==> config.mk <==
export PLATFORM = sky130hd
export DESIGN_NAME = clock_set_ctrl_flat
export DESIGN_NICKNAME = d
export VERILOG_FILES = /design/src/rtl/clock_pkg.sv /design/src/rtl/clock_set_ctrl_if.sv /design/src/rtl/clock_set_ctrl_debounce.sv /design/src/rtl/clock_set_ctrl.sv /design/src/flat_wrapper.sv
export SDC_FILE = /design/constraint.sdc
export NUM_CORES = 1
export LEC_CHECK = 0
export ABC_AREA = 1
export CORE_MARGIN = 2
export CORE_UTILIZATION = 45
export CTS_CLUSTER_SIZE = 25
export DETAILED_ROUTE_END_ITERATION = 10
export PLACE_DENSITY = 0.68
export SYNTH_ARGS = -nofsm -noshare
export SYNTH_HDL_FRONTEND = slang
export SYNTH_SLANG_ARGS = --single-unit
==> constraint.sdc <==
create_clock -name pCLK -period 2.65 [get_ports pCLK]
set_input_delay 0.53 -clock pCLK [delete_from_list [all_inputs] [get_ports pCLK]]
set_output_delay 0.53 -clock pCLK [all_outputs]
set_load 0.05 [all_outputs]
==> src/rtl/clock_pkg.sv <==
// ---------------------------------------------------------------------------
// clock_pkg
// Shared definitions for the HH:MM clock time-set path.
//   state_t        : set-mode FSM state encoding
//   HR_MAX_T ...   : BCD digit limits used when stepping a field
//   bcd_wrap_inc   : step one BCD digit, wrapping to 0 past a limit
//   hour_inc       : step the hour pair 00..23 as a unit
// No ports (package).
// ---------------------------------------------------------------------------
package clock_pkg;

   typedef enum logic [2:0] {
      RUN    = 3'd0,
      SET_HR = 3'd1,
      SET_MT = 3'd2,
      SET_MU = 3'd3,
      COMMIT = 3'd4
   } state_t;

   localparam logic [3:0] HR_MAX_T      = 4'd2;
   localparam logic [3:0] HR_MAX_U_AT_2 = 4'd3;
   localparam logic [3:0] MIN_MAX_T     = 4'd5;
   localparam logic [3:0] DIG_MAX       = 4'd9;

   // Step a single digit; anything at or above the limit wraps to 0 so an
   // out-of-range captured value still recovers on the next press.
   function automatic logic [3:0] bcd_wrap_inc(input logic [3:0] d,
                                               input logic [3:0] maxV);
      return (d >= maxV) ? 4'd0 : d + 4'd1;
   endfunction

   // The hour is stepped as a pair: units carry into tens, and 23 wraps to 00.
   function automatic logic [7:0] hour_inc(input logic [3:0] t,
                                           input logic [3:0] u);
      if ((t >= HR_MAX_T) && (u >= HR_MAX_U_AT_2))
         return 8'h00;
      else if (u >= DIG_MAX)
         return {t + 4'd1, 4'd0};
      else
         return {t, u + 4'd1};
   endfunction

endpackage

==> src/rtl/clock_set_ctrl_if.sv <==
// ---------------------------------------------------------------------------
// clock_set_ctrl_if
// Bundles the time-set controller's button, tick, time and set-path signals.
//   master : system side (drives buttons, tick and current time, reads set path)
//   slave  : clock_set_ctrl side
// Signals:
//   btn_mode/btn_sel/btn_inc : raw TSW buttons, active-high
//   tick_1hz                 : one-cycle pulse per second
//   cur_h1..cur_m0           : current time BCD digits
//   run_en, load             : counter enable / one-cycle load strobe
//   set_h1..set_m0           : shadow BCD digits
//   blank                    : per-digit blank mask {h1,h0,m1,m0}
//   set_mode                 : high while setting the time
// ---------------------------------------------------------------------------
interface clock_set_ctrl_if;

   logic       btn_mode;
   logic       btn_sel;
   logic       btn_inc;
   logic       tick_1hz;
   logic [3:0] cur_h1;
   logic [3:0] cur_h0;
   logic [3:0] cur_m1;
   logic [3:0] cur_m0;
   logic       run_en;
   logic       load;
   logic [3:0] set_h1;
   logic [3:0] set_h0;
   logic [3:0] set_m1;
   logic [3:0] set_m0;
   logic [3:0] blank;
   logic       set_mode;

   modport master (
      output btn_mode, btn_sel, btn_inc, tick_1hz,
      output cur_h1, cur_h0, cur_m1, cur_m0,
      input  run_en, load, set_h1, set_h0, set_m1, set_m0, blank, set_mode
   );

   modport slave (
      input  btn_mode, btn_sel, btn_inc, tick_1hz,
      input  cur_h1, cur_h0, cur_m1, cur_m0,
      output run_en, load, set_h1, set_h0, set_m1, set_m0, blank, set_mode
   );

endinterface

==> src/rtl/clock_set_ctrl_debounce.sv <==
// ---------------------------------------------------------------------------
// tsw_debounce
// Debounces one raw TSW button and emits a one-cycle pulse on each accepted
// press.
// Parameters:
//   DB_CYCLES : cycles the synchronised input must differ from the accepted
//               level, without interruption, before it is taken
// Ports:
//   pCLK    in  system clock
//   pRST    in  asynchronous active-high reset
//   btn_i   in  raw button level
//   event_o out one-cycle pulse when the accepted level rises
// ---------------------------------------------------------------------------
module tsw_debounce #(
   parameter logic [15:0] DB_CYCLES = 16'd50000
) (
   input  logic pCLK,
   input  logic pRST,
   input  logic btn_i,
   output logic event_o
);

   logic        sync1_q;
   logic        sync2_q;
   logic        level_q;
   logic [15:0] cnt_q;
   logic        pulse_q;

   // Two-flop synchroniser. The stability counter only runs while the
   // synchronised input disagrees with the accepted level, so any bounce back
   // to the old level clears it and the next change starts a fresh count.
   always_ff @(posedge pCLK or posedge pRST) begin
      if (pRST) begin
         sync1_q <= 1'b0;
         sync2_q <= 1'b0;
         level_q <= 1'b0;
         cnt_q   <= '0;
         pulse_q <= 1'b0;
      end else begin
         sync1_q <= btn_i;
         sync2_q <= sync1_q;
         pulse_q <= 1'b0;
         if (sync2_q == level_q) begin
            cnt_q <= '0;
         end else if (cnt_q == DB_CYCLES - 16'd1) begin
            cnt_q   <= '0;
            level_q <= sync2_q;
            pulse_q <= sync2_q;
         end else begin
            cnt_q <= cnt_q + 16'd1;
         end
      end
   end

   assign event_o = pulse_q;

endmodule

==> src/rtl/clock_set_ctrl.sv <==
// ---------------------------------------------------------------------------
// clock_set_ctrl
// Time-set controller for the HH:MM clock. Debounces the three TSW buttons,
// runs the set-mode FSM over shadow copies of the time digits, and issues a
// one-cycle load into the time counters on commit. Counting is frozen while
// any set state is active; an idle timeout abandons the edit.
// Parameters:
//   DB_CYCLES   : debounce stability time in pCLK cycles
//   TIMEOUT_SEC : tick_1hz pulses without a button event before abort
//   BLINK_BIT   : blink divider bit that gates blanking (blink build only)
// Configuration macro:
//   CLKSET_BLINK_EN : when defined, the selected field blinks via blank;
//                     otherwise blank is constant 0 and there is no divider.
// Ports:
//   pCLK  in  system clock
//   pRST  in  asynchronous active-high reset
//   bus   clock_set_ctrl_if.slave : buttons, tick, current time, set path
// ---------------------------------------------------------------------------
module clock_set_ctrl
   import clock_pkg::*;
#(
   parameter logic [15:0] DB_CYCLES   = 16'd50000,
   parameter logic [7:0]  TIMEOUT_SEC = 8'd30
`ifdef CLKSET_BLINK_EN
   ,
   parameter logic [3:0]  BLINK_BIT   = 4'd9
`endif
) (
   input logic             pCLK,
   input logic             pRST,
   clock_set_ctrl_if.slave bus
);

   logic       modeEv;
   logic       selEv;
   logic       incEv;
   logic       timeoutHit;

   state_t     state_q, state_d;
   logic [3:0] setH1_q, setH1_d;
   logic [3:0] setH0_q, setH0_d;
   logic [3:0] setM1_q, setM1_d;
   logic [3:0] setM0_q, setM0_d;
   logic [7:0] idle_q, idle_d;
   logic [7:0] hourNext;

   tsw_debounce #(.DB_CYCLES(DB_CYCLES)) uDbMode (
      .pCLK    (pCLK),
      .pRST    (pRST),
      .btn_i   (bus.btn_mode),
      .event_o (modeEv)
   );

   tsw_debounce #(.DB_CYCLES(DB_CYCLES)) uDbSel (
      .pCLK    (pCLK),
      .pRST    (pRST),
      .btn_i   (bus.btn_sel),
      .event_o (selEv)
   );

   tsw_debounce #(.DB_CYCLES(DB_CYCLES)) uDbInc (
      .pCLK    (pCLK),
      .pRST    (pRST),
      .btn_i   (bus.btn_inc),
      .event_o (incEv)
   );

   // The tick that would push the idle count up to the limit is the expiry.
   assign timeoutHit = bus.tick_1hz && (idle_q == TIMEOUT_SEC - 8'd1);
   assign hourNext   = hour_inc(setH1_q, setH0_q);

   // State, shadow digits and idle counter. Reset clears everything at once,
   // which also means no load can be produced by a reset mid-edit.
   always_ff @(posedge pCLK or posedge pRST) begin
      if (pRST) begin
         state_q <= RUN;
         setH1_q <= 4'd0;
         setH0_q <= 4'd0;
         setM1_q <= 4'd0;
         setM0_q <= 4'd0;
         idle_q  <= 8'd0;
      end else begin
         state_q <= state_d;
         setH1_q <= setH1_d;
         setH0_q <= setH0_d;
         setM1_q <= setM1_d;
         setM0_q <= setM0_d;
         idle_q  <= idle_d;
      end
   end

   // Next-state logic. Within one cycle mode beats timeout, timeout beats
   // sel, and sel beats inc; a losing event is simply discarded. Every
   // accepted button event in a set state restarts the idle count.
   always_comb begin
      state_d = state_q;
      setH1_d = setH1_q;
      setH0_d = setH0_q;
      setM1_d = setM1_q;
      setM0_d = setM0_q;
      idle_d  = idle_q;

      case (state_q)
         RUN: begin
            idle_d = 8'd0;
            if (modeEv) begin
               setH1_d = bus.cur_h1;
               setH0_d = bus.cur_h0;
               setM1_d = bus.cur_m1;
               setM0_d = bus.cur_m0;
               state_d = SET_HR;
            end
         end

         SET_HR, SET_MT, SET_MU: begin
            if (modeEv || timeoutHit) begin
               state_d = RUN;
            end else if (selEv) begin
               idle_d = 8'd0;
               if (state_q == SET_HR)
                  state_d = SET_MT;
               else if (state_q == SET_MT)
                  state_d = SET_MU;
               else
                  state_d = COMMIT;
            end else if (incEv) begin
               idle_d = 8'd0;
               if (state_q == SET_HR)
                  {setH1_d, setH0_d} = hourNext;
               else if (state_q == SET_MT)
                  setM1_d = bcd_wrap_inc(setM1_q, MIN_MAX_T);
               else
                  setM0_d = bcd_wrap_inc(setM0_q, DIG_MAX);
            end else if (bus.tick_1hz) begin
               idle_d = idle_q + 8'd1;
            end
         end

         COMMIT: begin
            state_d = RUN;
         end

         default: begin
            state_d = RUN;
         end
      endcase
   end

   assign bus.run_en   = (state_q == RUN);
   assign bus.load     = (state_q == COMMIT);
   assign bus.set_mode = (state_q != RUN);
   assign bus.set_h1   = setH1_q;
   assign bus.set_h0   = setH0_q;
   assign bus.set_m1   = setM1_q;
   assign bus.set_m0   = setM0_q;

`ifdef CLKSET_BLINK_EN
   localparam int BW = int'(BLINK_BIT) + 1;

   logic [BW-1:0] blinkDiv_q;
   logic [3:0]    blankPat;

   // Free-running divider; only its top bit is used as the blink phase.
   always_ff @(posedge pCLK or posedge pRST) begin
      if (pRST)
         blinkDiv_q <= '0;
      else
         blinkDiv_q <= blinkDiv_q + BW'(1);
   end

   // Blank only the field being edited, and only in the "off" blink phase.
   always_comb begin
      blankPat = 4'b0000;
      if (blinkDiv_q[BW-1]) begin
         case (state_q)
            SET_HR:  blankPat = 4'b1100;
            SET_MT:  blankPat = 4'b0010;
            SET_MU:  blankPat = 4'b0001;
            default: blankPat = 4'b0000;
         endcase
      end
   end

   assign bus.blank = blankPat;
`else
   assign bus.blank = 4'b0000;
`endif

endmodule

==> src/flat_wrapper.sv <==
// flat-port wrapper written by rule: the top's interface ports become plain ports
module clock_set_ctrl_flat import clock_pkg::*;
#(
   parameter logic [15:0] DB_CYCLES   = 16'd50000,
   parameter logic [7:0]  TIMEOUT_SEC = 8'd30

)
  (pCLK, pRST, bus_btn_mode, bus_btn_sel, bus_btn_inc, bus_tick_1hz, bus_cur_h1, bus_cur_h0, bus_cur_m1, bus_cur_m0, bus_run_en, bus_load, bus_set_h1, bus_set_h0, bus_set_m1, bus_set_m0, bus_blank, bus_set_mode);
  clock_set_ctrl_if bus_i ();
  input logic pCLK;
  input logic pRST;
  input wire logic [$bits(bus_i.btn_mode)-1:0] bus_btn_mode;
  input wire logic [$bits(bus_i.btn_sel)-1:0] bus_btn_sel;
  input wire logic [$bits(bus_i.btn_inc)-1:0] bus_btn_inc;
  input wire logic [$bits(bus_i.tick_1hz)-1:0] bus_tick_1hz;
  input wire logic [$bits(bus_i.cur_h1)-1:0] bus_cur_h1;
  input wire logic [$bits(bus_i.cur_h0)-1:0] bus_cur_h0;
  input wire logic [$bits(bus_i.cur_m1)-1:0] bus_cur_m1;
  input wire logic [$bits(bus_i.cur_m0)-1:0] bus_cur_m0;
  output wire logic [$bits(bus_i.run_en)-1:0] bus_run_en;
  output wire logic [$bits(bus_i.load)-1:0] bus_load;
  output wire logic [$bits(bus_i.set_h1)-1:0] bus_set_h1;
  output wire logic [$bits(bus_i.set_h0)-1:0] bus_set_h0;
  output wire logic [$bits(bus_i.set_m1)-1:0] bus_set_m1;
  output wire logic [$bits(bus_i.set_m0)-1:0] bus_set_m0;
  output wire logic [$bits(bus_i.blank)-1:0] bus_blank;
  output wire logic [$bits(bus_i.set_mode)-1:0] bus_set_mode;
  assign bus_i.btn_mode = bus_btn_mode;
  assign bus_i.btn_sel = bus_btn_sel;
  assign bus_i.btn_inc = bus_btn_inc;
  assign bus_i.tick_1hz = bus_tick_1hz;
  assign bus_i.cur_h1 = bus_cur_h1;
  assign bus_i.cur_h0 = bus_cur_h0;
  assign bus_i.cur_m1 = bus_cur_m1;
  assign bus_i.cur_m0 = bus_cur_m0;
  assign bus_run_en = bus_i.run_en;
  assign bus_load = bus_i.load;
  assign bus_set_h1 = bus_i.set_h1;
  assign bus_set_h0 = bus_i.set_h0;
  assign bus_set_m1 = bus_i.set_m1;
  assign bus_set_m0 = bus_i.set_m0;
  assign bus_blank = bus_i.blank;
  assign bus_set_mode = bus_i.set_mode;
  clock_set_ctrl #(.DB_CYCLES(DB_CYCLES), .TIMEOUT_SEC(TIMEOUT_SEC)) u_core (.pCLK(pCLK), .pRST(pRST), .bus(bus_i));
endmodule
==> impl_metrics.toml <==
[setup_path]
required_time_of_the_worst_setup_path_ns = 2.12
cp_max_fo = 6
cp_data_arrival_time_ns = 2.01
timing.reg2reg.worst_path_depth = 11
critical_path_class = "flip-flop to output pin"
critical_path.startpoint_type = "flip-flop"
r2r_setup_slk_ns = 0.77
worst_setup_path_end_kind = "output pin"

[route]
drt-wirelength-per-cell_um = 11.9
route.detailed.vias_per_inst = 4.98
vias = 4011
postRouteWirelength_mm = 9.56
route.antenna.remaining_nets = 0
detail_route.drc_violations = 0
first_pass_iters = 4
drt_first_iter_violations = 191

[clock_network]
cts_buffers = 9
post_cts_resized = 0
cts-root-to-sink-buffers = 2
htree_levels = 3
cts_tree = "built"
post-cts-setup-buffers = 0
cts_sinks = 87
clock_latency_ns = 0.36
root_buffer = "sky130_fd_sc_hd__clkbuf_8"
cts_hold_buffers = 0
clkSlewWorstSetupHoldPaths_ns = 0.09

[sta]
grt_setup_unrepaired = "no"
finClkSkew_ns = 0.00659
fin_worst_hold_slack_ns = 0.355
fmax_ghz = 0.394
final_hold_fails = 0
report.final.slew_viol_count = 0
worst_slew_pin_slew_ns = 0.560
post-route-min-period_ns = 2.54
maxSlewHeadroom = 0.627
finalSetupTns_ns = 0
timing.final.crit_share = 0.959
finalSetupViolCount = 0

[logic_synthesis]
synth_cell_types = 32
yosysWarningCount = 0
sequential_element_share_of_the_synthesized_area = 0.448
number_of_flops_mapped_to_enable_cells_by_yosys = 0
avgSynthCellArea_um2 = 7.85
ff_latch_count_synth = 87
netlist_instances = 619
syn_area_um2 = 4860
most_used_dff_post_synth = "sky130_fd_sc_hd__dfrtp_1"
async_reset_ff_frac = 1.00

[run_status]
status = "completed"

[place]
dpl_wire_length_mm = 7.08
gp_congestion = 0.885
port_buffers = 40

[floorplan]
core-area_um2 = 10400
floorplan.die_area_um2 = 11600
num_rows = 37
chipHeight_um = 108
floorplan.initialDensity = 0.466
die-width_um = 108
ioPinCount = 45

[power]
max-vdd-ir-drop_mv = 0.377
p_leak_nw = 2.57
cellPowerDensity_nw_per_um2 = 449

[grt]
globalRouteTotalUtil = 0.177
grt_pass1_wl_mm = 16.6
grt-ovfl-total = 0
grt_pass1_vias = 3794
antenna_violations_before_repair = 0
grt_start_max_net_pins = 43

[layout]
utilization = 0.540
fraction_of_layout_cells_with_a_size_suffix_above_1 = 0.0776
finalNetCount = 703
area_growth_pct = 15.7
num_antenna_cells = 0

[hold_path]
min-delay-path-class = "flip-flop to flip-flop"
timing.hold.worst_path_depth = 0

[job]
number_of_maximum_capacitance_constraint_violations = 0
[through the flow]
stage / power, mW / std cells / setup WS (ns) / instance area (µm²)
3_3_place_gp: 1.51 / 790 / 0.532 / 5390
3_5_place_dp: 1.51 / 790 / 0.447 / 5390
5_1_grt: 2.63 / 806 / 0.0136 / 5620
2_1_floorplan: 1.45 / 622 / 0.359 / 4870
4_1_cts: 2.56 / 806 / 0.0971 / 5620
6_report: 2.52 / 806 / 0.109 / 5620
[final timing paths]
kind / startpoint / endpoint
max: u_core.state_q[1]$_DFFE_PP0P_ / bus_run_en
min: u_core.uDbInc.sync1_q$_DFF_PP0_ / u_core.uDbInc.sync2_q$_DFF_PP0_
max reg2reg: u_core.idle_q[1]$_DFFE_PP0P_ / u_core.bus.set_h0[3]$_DFFE_PP0P_
min reg2reg: u_core.uDbInc.sync1_q$_DFF_PP0_ / u_core.uDbInc.sync2_q$_DFF_PP0_
max in group asynchronous: pRST / u_core.bus.set_m1[3]$_DFFE_PP0P_
min in group asynchronous: pRST / u_core.uDbInc.sync1_q$_DFF_PP0_
[layer usage]
layer  wire length, µm  GRT usage  up-vias
li1                  -          -     2053
met1              4550      0.231     1877
met2              4550      0.301       68
met3               324     0.0272       13
met4               129     0.0604        0
met5                 0          0        -
[worst max-delay path: stages, from the launching register on]
cell	delay (ns)
sky130_fd_sc_hd__dfrtp_1	0.46
sky130_fd_sc_hd__inv_1	0.14
sky130_fd_sc_hd__nand2_1	0.11
sky130_fd_sc_hd__nor2_1	0.14
sky130_fd_sc_hd__clkdlybuf4s50_1	0.82
[area by class of cell]
class	instances	area (µm²)
inverters	73	278
repair buffers	42	440
multi-input cells	452	2330
clock buffers	9	124
fillers	977	4800
well taps	136	170
clock inverters	7	104
flip-flops and latches	87	2180
[cell usage after synthesis (5+ instances only)]
| library cell | count | area (µm²) |
|---|---|---|
| sky130_fd_sc_hd__nand2_1 | 149 | 559 |
| sky130_fd_sc_hd__nor2_1 | 96 | 360 |
| sky130_fd_sc_hd__dfrtp_1 | 87 | 2180 |
| sky130_fd_sc_hd__inv_1 | 69 | 259 |
| sky130_fd_sc_hd__nand3_1 | 37 | 185 |
| sky130_fd_sc_hd__nor3_1 | 31 | 155 |
| sky130_fd_sc_hd__o21ai_0 | 25 | 125 |
| sky130_fd_sc_hd__xor2_1 | 20 | 175 |
| sky130_fd_sc_hd__ha_1 | 16 | 200 |
| sky130_fd_sc_hd__a21oi_1 | 14 | 70.1 |
| sky130_fd_sc_hd__nand4_1 | 9 | 56.3 |
| sky130_fd_sc_hd__o21ai_2 | 9 | 78.8 |
| sky130_fd_sc_hd__nand3_2 | 8 | 80.1 |
| sky130_fd_sc_hd__nor3b_1 | 7 | 52.6 |
| sky130_fd_sc_hd__buf_6 | 5 | 56.3 |
| sky130_fd_sc_hd__nand2_2 | 5 | 31.3 |
[flip-flops by register name, summed over array words and instances (netlist names), 3 cells and up]
name                  count
u_core.uDbSel.cnt_q      16
u_core.uDbInc.cnt_q      16
u_core.idle_q             8
u_core.bus.set_m1         4
u_core.bus.set_m0         4
u_core.uDbMode.cnt_q     16
u_core.bus.set_h0         4
u_core.bus.set_h1         4
u_core.state_q            3
[cell usage in the layout, fill, tap and decap left out, types with 3 or more instances in the layout]
cell type                         synthesis  routed
sky130_fd_sc_hd__o21ai_0                 25      25
sky130_fd_sc_hd__dfrtp_1                 87      87
sky130_fd_sc_hd__nand3b_1                 3       3
sky130_fd_sc_hd__ha_1                    16      16
sky130_fd_sc_hd__inv_1                   69      68
sky130_fd_sc_hd__nand3_2                  8       8
sky130_fd_sc_hd__nor2_1                  96      96
sky130_fd_sc_hd__nor3_1                  31      31
sky130_fd_sc_hd__clkdlybuf4s50_1          0      40
sky130_fd_sc_hd__nand2_2                  5       5
sky130_fd_sc_hd__inv_2                    4       4
sky130_fd_sc_hd__nand2_1                149     149
sky130_fd_sc_hd__nand3_1                 37      37
sky130_fd_sc_hd__clkbuf_8                 0       9
sky130_fd_sc_hd__xor2_1                  20      20
sky130_fd_sc_hd__nand4_1                  9       9
sky130_fd_sc_hd__a21oi_1                 14      14
sky130_fd_sc_hd__o21ai_2                  9       9
sky130_fd_sc_hd__nor2_2                   3       3
sky130_fd_sc_hd__nor3b_1                  7       7
sky130_fd_sc_hd__xnor2_1                  4       4
sky130_fd_sc_hd__conb_1                   1       4
sky130_fd_sc_hd__inv_6                    0       3
[logic make-up after synthesis]
logic type / count (synthesis) / synth area share
compound gates: 55 / 0.0657
xor+xnor: 24 / 0.0433
other cells: 1 / 0.000772
simple gates: 353 / 0.326
flops: 87 / 0.448
buf+inv: 83 / 0.0752
fa+ha+maj: 16 / 0.0412
[where the power goes]
part | total [mW] | leakage, nW | switching (mW) | internal (mW)
registers | 1.35 | 1.16 | 0.0105 | 1.34
clock network | 1.05 | 0.115 | 0.503 | 0.544
logic | 0.125 | 1.29 | 0.0750 | 0.0505
total | 2.52 | 2.57 | 0.588 | 1.94
(Power assumes the default switching activity.)
